`src/rtl/gerador_coord_destino.sv`:
```
// Raster scanner for the reduced destination image. It emits one (x, y) coordinate per
// valid/ready transfer, in row-major order, and is controlled through start/busy/done hooks.
module gerador_coord_destino #(
  parameter int LARG_FONTE = 640,
  parameter int ALT_FONTE  = 480,
  parameter int W          = 10
) (
  input  logic         clk,
  input  logic         reset_n,
  input  logic         iniciar,
  input  logic [1:0]   fator_zoom,
  input  logic         pronto,
  output logic [W-1:0] x_destino,
  output logic [W-1:0] y_destino,
  output logic         valido,
  output logic         ultimo,
  output logic         ocupado,
  output logic         concluido
);

  typedef enum logic [1:0] {
    OCIOSO,
    VARRENDO,
    FIM
  } estado_t;

  localparam logic [W-1:0] LARG_W = W'(LARG_FONTE);
  localparam logic [W-1:0] ALT_W  = W'(ALT_FONTE);
  localparam logic [W-1:0] UM     = W'(1);

  estado_t      estado, estado_n;
  logic [W-1:0] larg_dest, larg_dest_n;
  logic [W-1:0] alt_dest, alt_dest_n;
  logic [W-1:0] x_n, y_n;
  logic         valido_n, ultimo_n, ocupado_n, concluido_n;

  logic [1:0]   shift;
  logic [W-1:0] larg_ini, alt_ini;
  logic [W-1:0] x_max, y_max;
  logic         transfer;

  // The destination size is computed once, when the frame starts, and is then held
  // so that changes to fator_zoom during a frame have no effect.
  assign shift    = (fator_zoom == 2'b11) ? 2'b00 : fator_zoom;
  assign larg_ini = LARG_W >> shift;
  assign alt_ini  = ALT_W >> shift;
  assign x_max    = larg_dest - UM;
  assign y_max    = alt_dest - UM;
  assign transfer = valido && pronto;

  always_comb begin
    estado_n    = estado;
    larg_dest_n = larg_dest;
    alt_dest_n  = alt_dest;
    x_n         = x_destino;
    y_n         = y_destino;
    valido_n    = valido;
    ultimo_n    = ultimo;
    ocupado_n   = ocupado;
    concluido_n = 1'b0;

    case (estado)
      OCIOSO: begin
        valido_n  = 1'b0;
        ultimo_n  = 1'b0;
        ocupado_n = 1'b0;
        if (iniciar) begin
          larg_dest_n = larg_ini;
          alt_dest_n  = alt_ini;
          x_n         = '0;
          y_n         = '0;
          valido_n    = 1'b1;
          ultimo_n    = (larg_ini == UM) && (alt_ini == UM);
          ocupado_n   = 1'b1;
          estado_n    = VARRENDO;
        end
      end

      VARRENDO: begin
        if (transfer) begin
          if (ultimo) begin
            valido_n    = 1'b0;
            ultimo_n    = 1'b0;
            concluido_n = 1'b1;
            estado_n    = FIM;
          end else begin
            if (x_destino != x_max) begin
              x_n = x_destino + UM;
            end else begin
              x_n = '0;
              y_n = y_destino + UM;
            end
            ultimo_n = (x_n == x_max) && (y_n == y_max);
          end
        end
      end

      FIM: begin
        ocupado_n = 1'b0;
        estado_n  = OCIOSO;
      end

      default: begin
        valido_n  = 1'b0;
        ultimo_n  = 1'b0;
        ocupado_n = 1'b0;
        estado_n  = OCIOSO;
      end
    endcase
  end

  always_ff @(posedge clk) begin
    if (!reset_n) begin
      estado    <= OCIOSO;
      larg_dest <= LARG_W;
      alt_dest  <= ALT_W;
      x_destino <= '0;
      y_destino <= '0;
      valido    <= 1'b0;
      ultimo    <= 1'b0;
      ocupado   <= 1'b0;
      concluido <= 1'b0;
    end else begin
      estado    <= estado_n;
      larg_dest <= larg_dest_n;
      alt_dest  <= alt_dest_n;
      x_destino <= x_n;
      y_destino <= y_n;
      valido    <= valido_n;
      ultimo    <= ultimo_n;
      ocupado   <= ocupado_n;
      concluido <= concluido_n;
    end
  end

endmodule
```
`config.mk`:
```
export PLATFORM = sky130hd
export DESIGN_NAME = gerador_coord_destino
export DESIGN_NICKNAME = d
export VERILOG_FILES = /design/src/rtl/gerador_coord_destino.sv
export SDC_FILE = /design/constraint.sdc
export NUM_CORES = 1
export LEC_CHECK = 0
export BUFFER_PORTS_ARGS = -buffer_cell sky130_fd_sc_hd__buf_2
export CORE_UTILIZATION = 35
export DETAILED_ROUTE_END_ITERATION = 8
export GPL_ROUTABILITY_DRIVEN = 1
export MAX_ROUTING_LAYER = met4
export PLACE_DENSITY_LB_ADDON = 0.05
export SLEW_MARGIN = 0
export SYNTH_ARGS = -nofsm -noshare
export SYNTH_HDL_FRONTEND = slang
export SYNTH_SLANG_ARGS = --single-unit
```
`constraint.sdc`:
```
create_clock -name clk -period 2.6 [get_ports clk]
set_input_delay 0.39 -clock clk [delete_from_list [all_inputs] [get_ports clk]]
set_output_delay 0.39 -clock clk [all_outputs]
set_load 0.03 [all_outputs]
```
==> results of run 1 <==
==> registers in the layout (all words and copies together), names as in the netlist <==
signal,flops
alt_dest,4
concluido,1
estado,2
larg_dest,4
ocupado,1
ultimo,1
valido,1
x_destino,10
y_destino,10
==> cell families after synthesis <==
kind of cell               count (synthesis)  synth area share, %
AOI/OAI and AO/OA                         69                 20.0
xor gates and xnor gates                  30                 12.7
adders and majority gates                  5                 2.73
buffers and inverters                     27                 5.35
DFF                                       34                 29.7
muxes                                      2                 1.09
and+or+nand+nor                          126                 28.5
==> what timing repair did <==
| action | in CTS | in global routing |
|---|---|---|
| pin swaps | 0 | 5 |
| resized for setup | 1 | 9 |
| setup buffers | 0 | 1 |
| setup endpoints to repair | 1 | 16 |
==> area by class of cell <==
type / count / share of cell area [%]
sequential: 34 / 24.3
clock inverter: 1 / 1.07
multi-input combinational: 232 / 54.1
tap: 77 / 3.43
inverter: 9 / 1.20
clock buffer: 7 / 2.72
timing repair buffer: 59 / 13.2
==> layer usage <==
| metal | GRT usage [%] | up-vias |
|---|---|---|
| met4 | 6.27 | 0 |
| met2 | 31.0 | 34 |
| met1 | 25.9 | 1044 |
| met5 | - | - |
| li1 | - | 1133 |
| met3 | 3.48 | 8 |
==> cell usage after synthesis (5+ instances only) <==
cell type | instances | share of area, %
sky130_fd_sc_hd__a21o_1 | 6 | 2.0
sky130_fd_sc_hd__a21oi_1 | 26 | 5.7
sky130_fd_sc_hd__clkbuf_1 | 12 | 2.0
sky130_fd_sc_hd__dfxtp_1 | 34 | 30
sky130_fd_sc_hd__ha_1 | 5 | 2.7
sky130_fd_sc_hd__inv_1 | 9 | 1.5
sky130_fd_sc_hd__nand2_1 | 35 | 5.7
sky130_fd_sc_hd__nand3_1 | 12 | 2.6
sky130_fd_sc_hd__nand4_1 | 7 | 1.9
sky130_fd_sc_hd__nor2_1 | 23 | 3.8
sky130_fd_sc_hd__nor3_1 | 11 | 2.4
sky130_fd_sc_hd__nor4_1 | 6 | 1.6
sky130_fd_sc_hd__o21ai_0 | 14 | 3.1
sky130_fd_sc_hd__xnor2_1 | 22 | 8.4
sky130_fd_sc_hd__xor2_1 | 6 | 2.3
==> worst max-delay path by stage <==
stage / start / to / slack [ns]
global placement: larg_dest[4] / ultimo / 0.05
CTS: larg_dest[4] / ultimo / 0.05
finish: larg_dest[4] / ultimo / 0.12
global route: larg_dest[4] / y_destino[8] / -0.03
floorplan: x_destino[7] / ultimo / 0.08
detailed placement: larg_dest[4] / ultimo / 0.06
==> per-stage QoR <==
step / setup slack [ns] / hold WS, ns
2_1_floorplan: 0.0791 / 0.464
3_3_place_gp: 0.0489 / 0.450
3_5_place_dp: 0.0561 / 0.452
4_1_cts: 0.0481 / 0.389
5_1_grt: -0.0276 / 0.402
6_report: 0.123 / 0.403
==> report_power, final <==
part / switching (mW) / leakage (nW) / total [mW] / internal [mW]
Sequential: 0.0112 / 0.277 / 0.542 / 0.531
Combinational: 0.108 / 0.790 / 0.184 / 0.0759
Clock: 0.196 / 0.0524 / 0.483 / 0.287
Total: 0.315 / 1.12 / 1.21 / 0.894
==> results, run 1 <==
- The clock reaches the later pin of the worst-skew pair after a little under 0.3 ns.
- For the pin with the worst max-slew slack, the measured transition is slightly below 0.8 ns.
- The number of cells on the worst hold path is 2.
- The final max-slew violation count is 0.
- The start-to-end type of the worst setup path is reg -> reg.
- The synthesized net count is 304.
- In the final routed layout, each cell accounts on average for 15.2 um.
- On the critical path the largest part of the delay comes from compound AO/OA/AOI/OAI gates.
- The area inside the core boundary is between 0.006 and 0.007 mm^2.
- The number of routed nets with antenna violations is 0.
- The number of distinct library cells after synthesis is between 50 and 60.
- The area taken by multi-input logic gates is 0.00152 mm^2.
- The post-synthesis instance area is approximately 0.0023 mm^2.
- Summed over all layers, the global routing overflow is 0.
- The longest individual stage delay on the worst path is about 0.53 ns.
- The maximum count of clock buffers along a single path is 2.
- At the end of the flow, the number of nets in the layout was 352.
- The number of buffers added to fix hold violations after cts is 0.
- The worst hold path belongs to the class in -> reg.
- The half-perimeter wire length after detailed placement is 4.79 mm.
- The beginning of the worst register-to-register path is larg_dest[4].
- In this run the top signal layer used is met4.
- Sequential elements use around 30% of the synthesized area.
- The count of max-cap constraint violations is 0.
- The worst hold path begins at reset_n.
- After routing, the total negative slack on setup checks comes to 0 ns.
- STA puts the critical path data arrival time at roughly 2.7 ns.
- The met2 wire length is 2.93 mm.
- The effective utilization at floorplan is a little over a third.
- The iteration-0 DRC count of the detailed router is 63.
- The worst pin sits at a relative slew slack of 47.8%.
- The fraction of the core area covered by cells at the end of the flow is roughly 44%.
- The total leakage power is 1.12 nW.
- In the final routing, the length of wire on met1 measures ~3.2 mm.
- Setup repair after global routing could not meet its margin everywhere.
- Traced cell by cell, the critical path runs through buf_4 -> or4b_1 -> o21ai_2 -> a41oi_4 -> a21oi_4 -> nand4_1 -> xor2_1 -> a2bb2oi_1 -> o31ai_1.
- The count of vias placed by the detailed router is between 2000 and 2500.
- 30 I/O pins were placed.
- The number of logic stages on the critical path including buffering is 9.
- The total wire length is ~6.4 mm.
- Excluding fillers, the count of instances in the completed layout stands at around 420.
- The worst path uses between 90% and 100% of the clock period.
- For hold timing, the worst endpoint is larg_dest[7].
- In the routed design, unresolved DRC markers number 2.
- The via density per instance is between 5 and 6.
- The flop-to-flop setup slack is roughly 0.12 ns.
- The largest voltage drop on the vdd net is ~0.26 mV.
- Derived from the worst setup path, the maximum achievable clock frequency is roughly 400 MHz.
- The biggest fanout along the worst timing path is 5.
- For the worst setup path, the data required time is roughly 2.8 ns.
- Global routing used ~20% of the available tracks.
- The root buffer selected by CTS is sky130_fd_sc_hd__clkbuf_8.
- The count of fill cells added during filler insertion is 673.
- Setup violations remaining at the end of the flow were counted as 0.
- The synthesized instance count is ~300.
- From bottom edge to top edge, the die measures between 80 and 90 um.
- The final weighted congestion in routability-driven placement is 0.819.
- The post-route total power is about 1.2 mW.
- The flow ran to the end, but the final reports show violations.
- The instance count after placement with tap cells included is 410.
- In the detailed route, the total length drawn on met3 is between 150 and 200 um.
- Counting flops with an async set or reset pin after synthesis yields a share of 0%.
- The number of inserted diodes is 0.
- The hold violation total from the final report came to 0.
- Synthesis inferred 34 register bits.
- The worst setup path is launched from a flip-flop.
- The H-tree depth is 2.
- The number of sinks handled by clock tree synthesis is 34.
- Leaving out fill and tap cells, the most frequent cell in the layout is sky130_fd_sc_hd__nand2_1.
- The initialized floorplan defines 29 standard-cell rows.
- The average size of a mapped cell is around 7.8 um^2.
- The area growth from synthesis to layout is 22.5%.
- The clock-pin slew of the registers on the worst-case setup and hold paths is 0.07 ns.
- The clock period could shrink to between 2 and 2.5 ns.
- In the synthesized netlist the dominant register cell turns out to be sky130_fd_sc_hd__dfxtp_1.
- The checks that failed: DRC.
- The die outline width is approximately 83 um.
- The critical register-to-register path endpoint is ultimo.
- The number of warning messages in the yosys log is 0.
- The CTS tree is yes.
- The critical-path cell with the highest stage delay is sky130_fd_sc_hd__or4b_1.
- The worst setup path is captured at a flip-flop.
- During placement, the flow inserted port buffers numbering 29.
- The die covers between 0.006 and 0.007 mm^2.
- The first-pass GRT wire length is 10.6 mm.
- The number of global-route vias before repair came to around 2100.
- The count of flip-flops with a built-in enable after synthesis is 0.
- The total CTS buffers is 5.
- On the final layout, the worst clock skew is approximately 0.0076 ns.
- The share of cells above drive strength 1 is between 20% and 30%.
- The register area is approximately 700 um^2.
- The number of iterations in the first detailed-routing pass is 7.
- The number of antenna violations at the first check in global routing is 0.
- The worst reg-to-reg path cell count is 9.
- The maximum number of pins on one net before global-route repair is 23.
- The number of buffers and inverters on the critical path is 1.
- In this run the cell area measured after placement is 0.00266 mm^2.
- The finished cells cover approximately 0.0028 mm^2.
- The total power density per cell area is about 430 mW/mm^2.
- Leaving out fill and tap cells, the most frequent cells in the layout are 35 x sky130_fd_sc_hd__nand2_1, 32 x sky130_fd_sc_hd__dfxtp_1, 30 x sky130_fd_sc_hd__buf_4.
Power figures use the tool's default switching activity.
==> inputs of run 2 (changes only) <==
CORE_ASPECT_RATIO = 1.2   (was unset)
PLACE_DENSITY_LB_ADDON = unset   (was 0.05)
==> run 2 against run 1 <==
The run now ends clean. Global-route usage fell by 0.32 points. First-iteration DRC count rose by 120%. Clock power fell by 16%. Cell area rose by 0.53%. Hold slack got worse by 0.012 ns. Critical endpoint unchanged.
==> results, run 2 (synthesized netlist as in run 1, its figures left out) <==
- The run finished with clean final reports.
- The effective utilization at floorplan came to 37.2% (+1.1 points).
- The DRC violation count after routing is 0 (-2).
- The via density per instance is 5.38 (+1.5%).
- The final weighted congestion in routability-driven placement came to 0.846 (+3.3%).
- The transition time at the pin with the least slew margin is 0.767 ns (-0.0157 ns).
- The number of global-route vias before repair came to 2094 (-0.57%).
- The worst hold slack was 0.391 ns (-0.0117 ns).
- Among all stages on the critical path, the largest delay is contributed by sky130_fd_sc_hd__or4b_4.
- The latest clock arrival within the worst-skew pair is 0.29 ns (about the same).
- The category of the worst setup path launch point is a flip-flop.
- The number of buffers added to fix hold violations after cts is 0 (unchanged).
- Clock tree synthesis selected as its root buffer the cell sky130_fd_sc_hd__clkbuf_8.
- Walking the worst path, the cells encountered are buf_4 -> or4b_4 -> o21ai_2 -> a41oi_4 -> a21oi_4 -> nand4_1 -> xor2_1 -> a2bb2oi_1 -> o31ai_1.
- The clock-pin slew of the registers on the worst-case setup and hold paths is 0.07 ns (about the same).
- The critical path is of the reg -> reg type.
- The number of cells on the worst hold path is 2 (unchanged).
- The count of max-cap constraint violations came to 0 (unchanged).
- The number of top-level pins is 30 (unchanged).
- The largest registers in the layout are x_destino (10), y_destino (10).
- The number of cell rows is 31 (+6.9%).
- The H-tree depth is 2 (unchanged).
- The final setup skew is 0.00668 ns (-0.000921 ns).
- The final standard cell area without fillers is 0.00283 mm^2 (+0.53%).
- The biggest fanout along the worst timing path was 6 (+1).
- The sort of element at the end of the critical path is a flip-flop.
- The library cells used most frequently in the layout, excluding fill and tap cells, are 35 x sky130_fd_sc_hd__nand2_1, 34 x sky130_fd_sc_hd__dfxtp_1, 29 x sky130_fd_sc_hd__buf_2.
- The hold path endpoint is larg_dest[7].
- The count of buffers from port buffering is 29 (unchanged).
- The worst min-delay path startpoint is reset_n.
- The vertical extent of the die is 90.7 um (+9.3%).
- The iteration-0 DRC count of the detailed router is 140 (+120%).
- The total power density per cell area came to 400 mW/mm^2 (-7.0%).
- The overall track demand over capacity in global routing came to 19.4% (-0.32 points).
- The final max-slew violation count is 0 (unchanged).
- The fraction of the core area covered by cells at the end of the flow was 45.8% (+1.6 points).
- The maximum count of clock buffers along a single path is 2 (unchanged).
- The longest individual stage delay on the worst path came to 0.54 ns (about the same).
- The worst endpoint required time is 2.81 ns (about the same).
- The arrival time reported for the critical path endpoint was 2.70 ns (+0.02 ns).
- The min-delay analysis places its worst path in the category in -> reg.
- The share of cells above drive strength 1 was 25.7% (+0.52 points).
- The final period demand of the worst path was 2.50 ns (+0.0211 ns).
- The headroom to the max-slew limit is 48.8% (+1.0 points).
- The die outline width is 75.9 um (-8.5%).
- The CTS tree is yes.
- The maximum number of pins on one net before global-route repair is 23 (unchanged).
- The area inside the core boundary was 0.00617 mm^2 (-2.9%).
- The number of sinks handled by clock tree synthesis is 34 (unchanged).
- The die footprint came to 0.00688 mm^2 (about the same).
- The count of vias placed by the detailed router is 2263 (+2.0%).
- Relative to the synthesized area, the layout overhead comes to 23.2%.
- The sum of overflow across all layers after global routing is 0 (unchanged).
- The first-pass GRT wire length is 10.0 mm (-5.0%).
- The total wire length was 6.16 mm (-3.1%).
- The most frequent standard cell in the layout excluding fill and tap cells is sky130_fd_sc_hd__nand2_1.
- The flop-to-flop setup slack is 0.10 ns (-0.02 ns).
- The sum of met3 wire segment lengths after detailed routing was 237 um (+35%).
- The total leakage power is 1.12 nW (-0.16%).
- The number of nets in the final layout is 349 (-0.85%).
- The worst reg-to-reg path cell count came to 9 (unchanged).
- The count of fill cells added during filler insertion is 616 (-8.5%).
- The number of setup violations in the final report is 0 (unchanged).
- The largest voltage drop on the vdd net is 0.190 mV (-27%).
- The number of iterations in the first detailed-routing pass was 4 (-3).
- The number of routed nets with antenna violations came to 0 (unchanged).
- The hold violation total from the final report came to 0 (unchanged).
- The number of antenna violations at the first check in global routing is 0 (unchanged).
- The detailed-route wire length on metal 1 is 2.77 mm (-13%).
- The area after detailed placement is 0.00261 mm^2 (-2.0%).
- The number of inserted diodes is 0 (unchanged).
- The top routing layer in use is met4.
- In this run the critical register-to-register path is launched from larg_dest[4].
- The routed wirelength normalized by instance count is 14.6 um (-3.5%).
- The maximum frequency from static timing analysis is 400 MHz (-0.85%).
- The post-route total power is 1.13 mW (-6.5%).
- The period utilization is 96.1% (+0.81 points).
- The met2 wire length is 3.05 mm (+3.9%).
- The half-perimeter wire length after detailed placement came to 4.56 mm (-5.0%).
- The critical register-to-register path endpoint is ultimo.
- The total CTS buffers is 5 (unchanged).
==> run 2: worst max path at each step <==
stage | from | endpoint | slack [ns] | depth (start not counted)
detailed placement | larg_dest[4] | x_destino[5] | 0.06 | 10
CTS | larg_dest[4] | x_destino[5] | 0.04 | 10
global placement | larg_dest[4] | x_destino[5] | 0.11 | 10
finish | larg_dest[4] | ultimo | 0.10 | 9
floorplan | x_destino[7] | ultimo | 0.08 | 9
global route | larg_dest[4] | x_destino[5] | -0.01 | 11
==> run 2: worst max-delay path: cells and delay by family (launching register included) <==
kind,cells,cell delay [ns]
AO/OA/AOI/OAI,5,0.93
XOR/XNOR,1,0.23
AND/OR/NAND/NOR,2,0.77
buffers and inverters,1,0.17
flip-flops,1,0.32
==> run 2: per-stage QoR <==
step	setup slack, ns	setup TNS, ns	cells
after detailed placement	0.0615	0	407
final	0.102	0	421
after CTS	0.0365	0	415
after floorplan	0.0791	0	293
after global placement	0.110	0	407
after global routing	-0.0129	-0.0189	421
==> run 2: cell type report <==
| class | instances | area, um^2 | area share, % |
|---|---|---|---|
| Sequential cell | 34 | 681 | 24.1 |
| Clock inverter | 1 | 5.00 | 0.177 |
| Inverter | 9 | 33.8 | 1.20 |
| Tap cell | 82 | 103 | 3.63 |
| Clock buffer | 7 | 86.3 | 3.06 |
| Timing Repair Buffer | 56 | 364 | 12.9 |
| Multi-Input combinational cell | 232 | 1550 | 55.0 |
==> run 2: repair_timing <==
item | 4_1_cts | 5_1_grt
resized for setup | 0 | 14
setup buffers | 0 | 6
endpoints found under the setup margin | 0 | 16
==> run 2: metal layers <==
metal / GRT usage, % / vias to the layer above
li1: - / 1127
met4: 6.94 / 0
met2: 30.1 / 50
met3: 2.46 / 10
met5: - / -
met1: 25.6 / 1076
==> run 2: report_power, final <==
group	internal, mW	switching (mW)	total (mW)
Clock	0.214	0.192	0.406
Sequential	0.531	0.0115	0.542
Combinational	0.0741	0.107	0.181
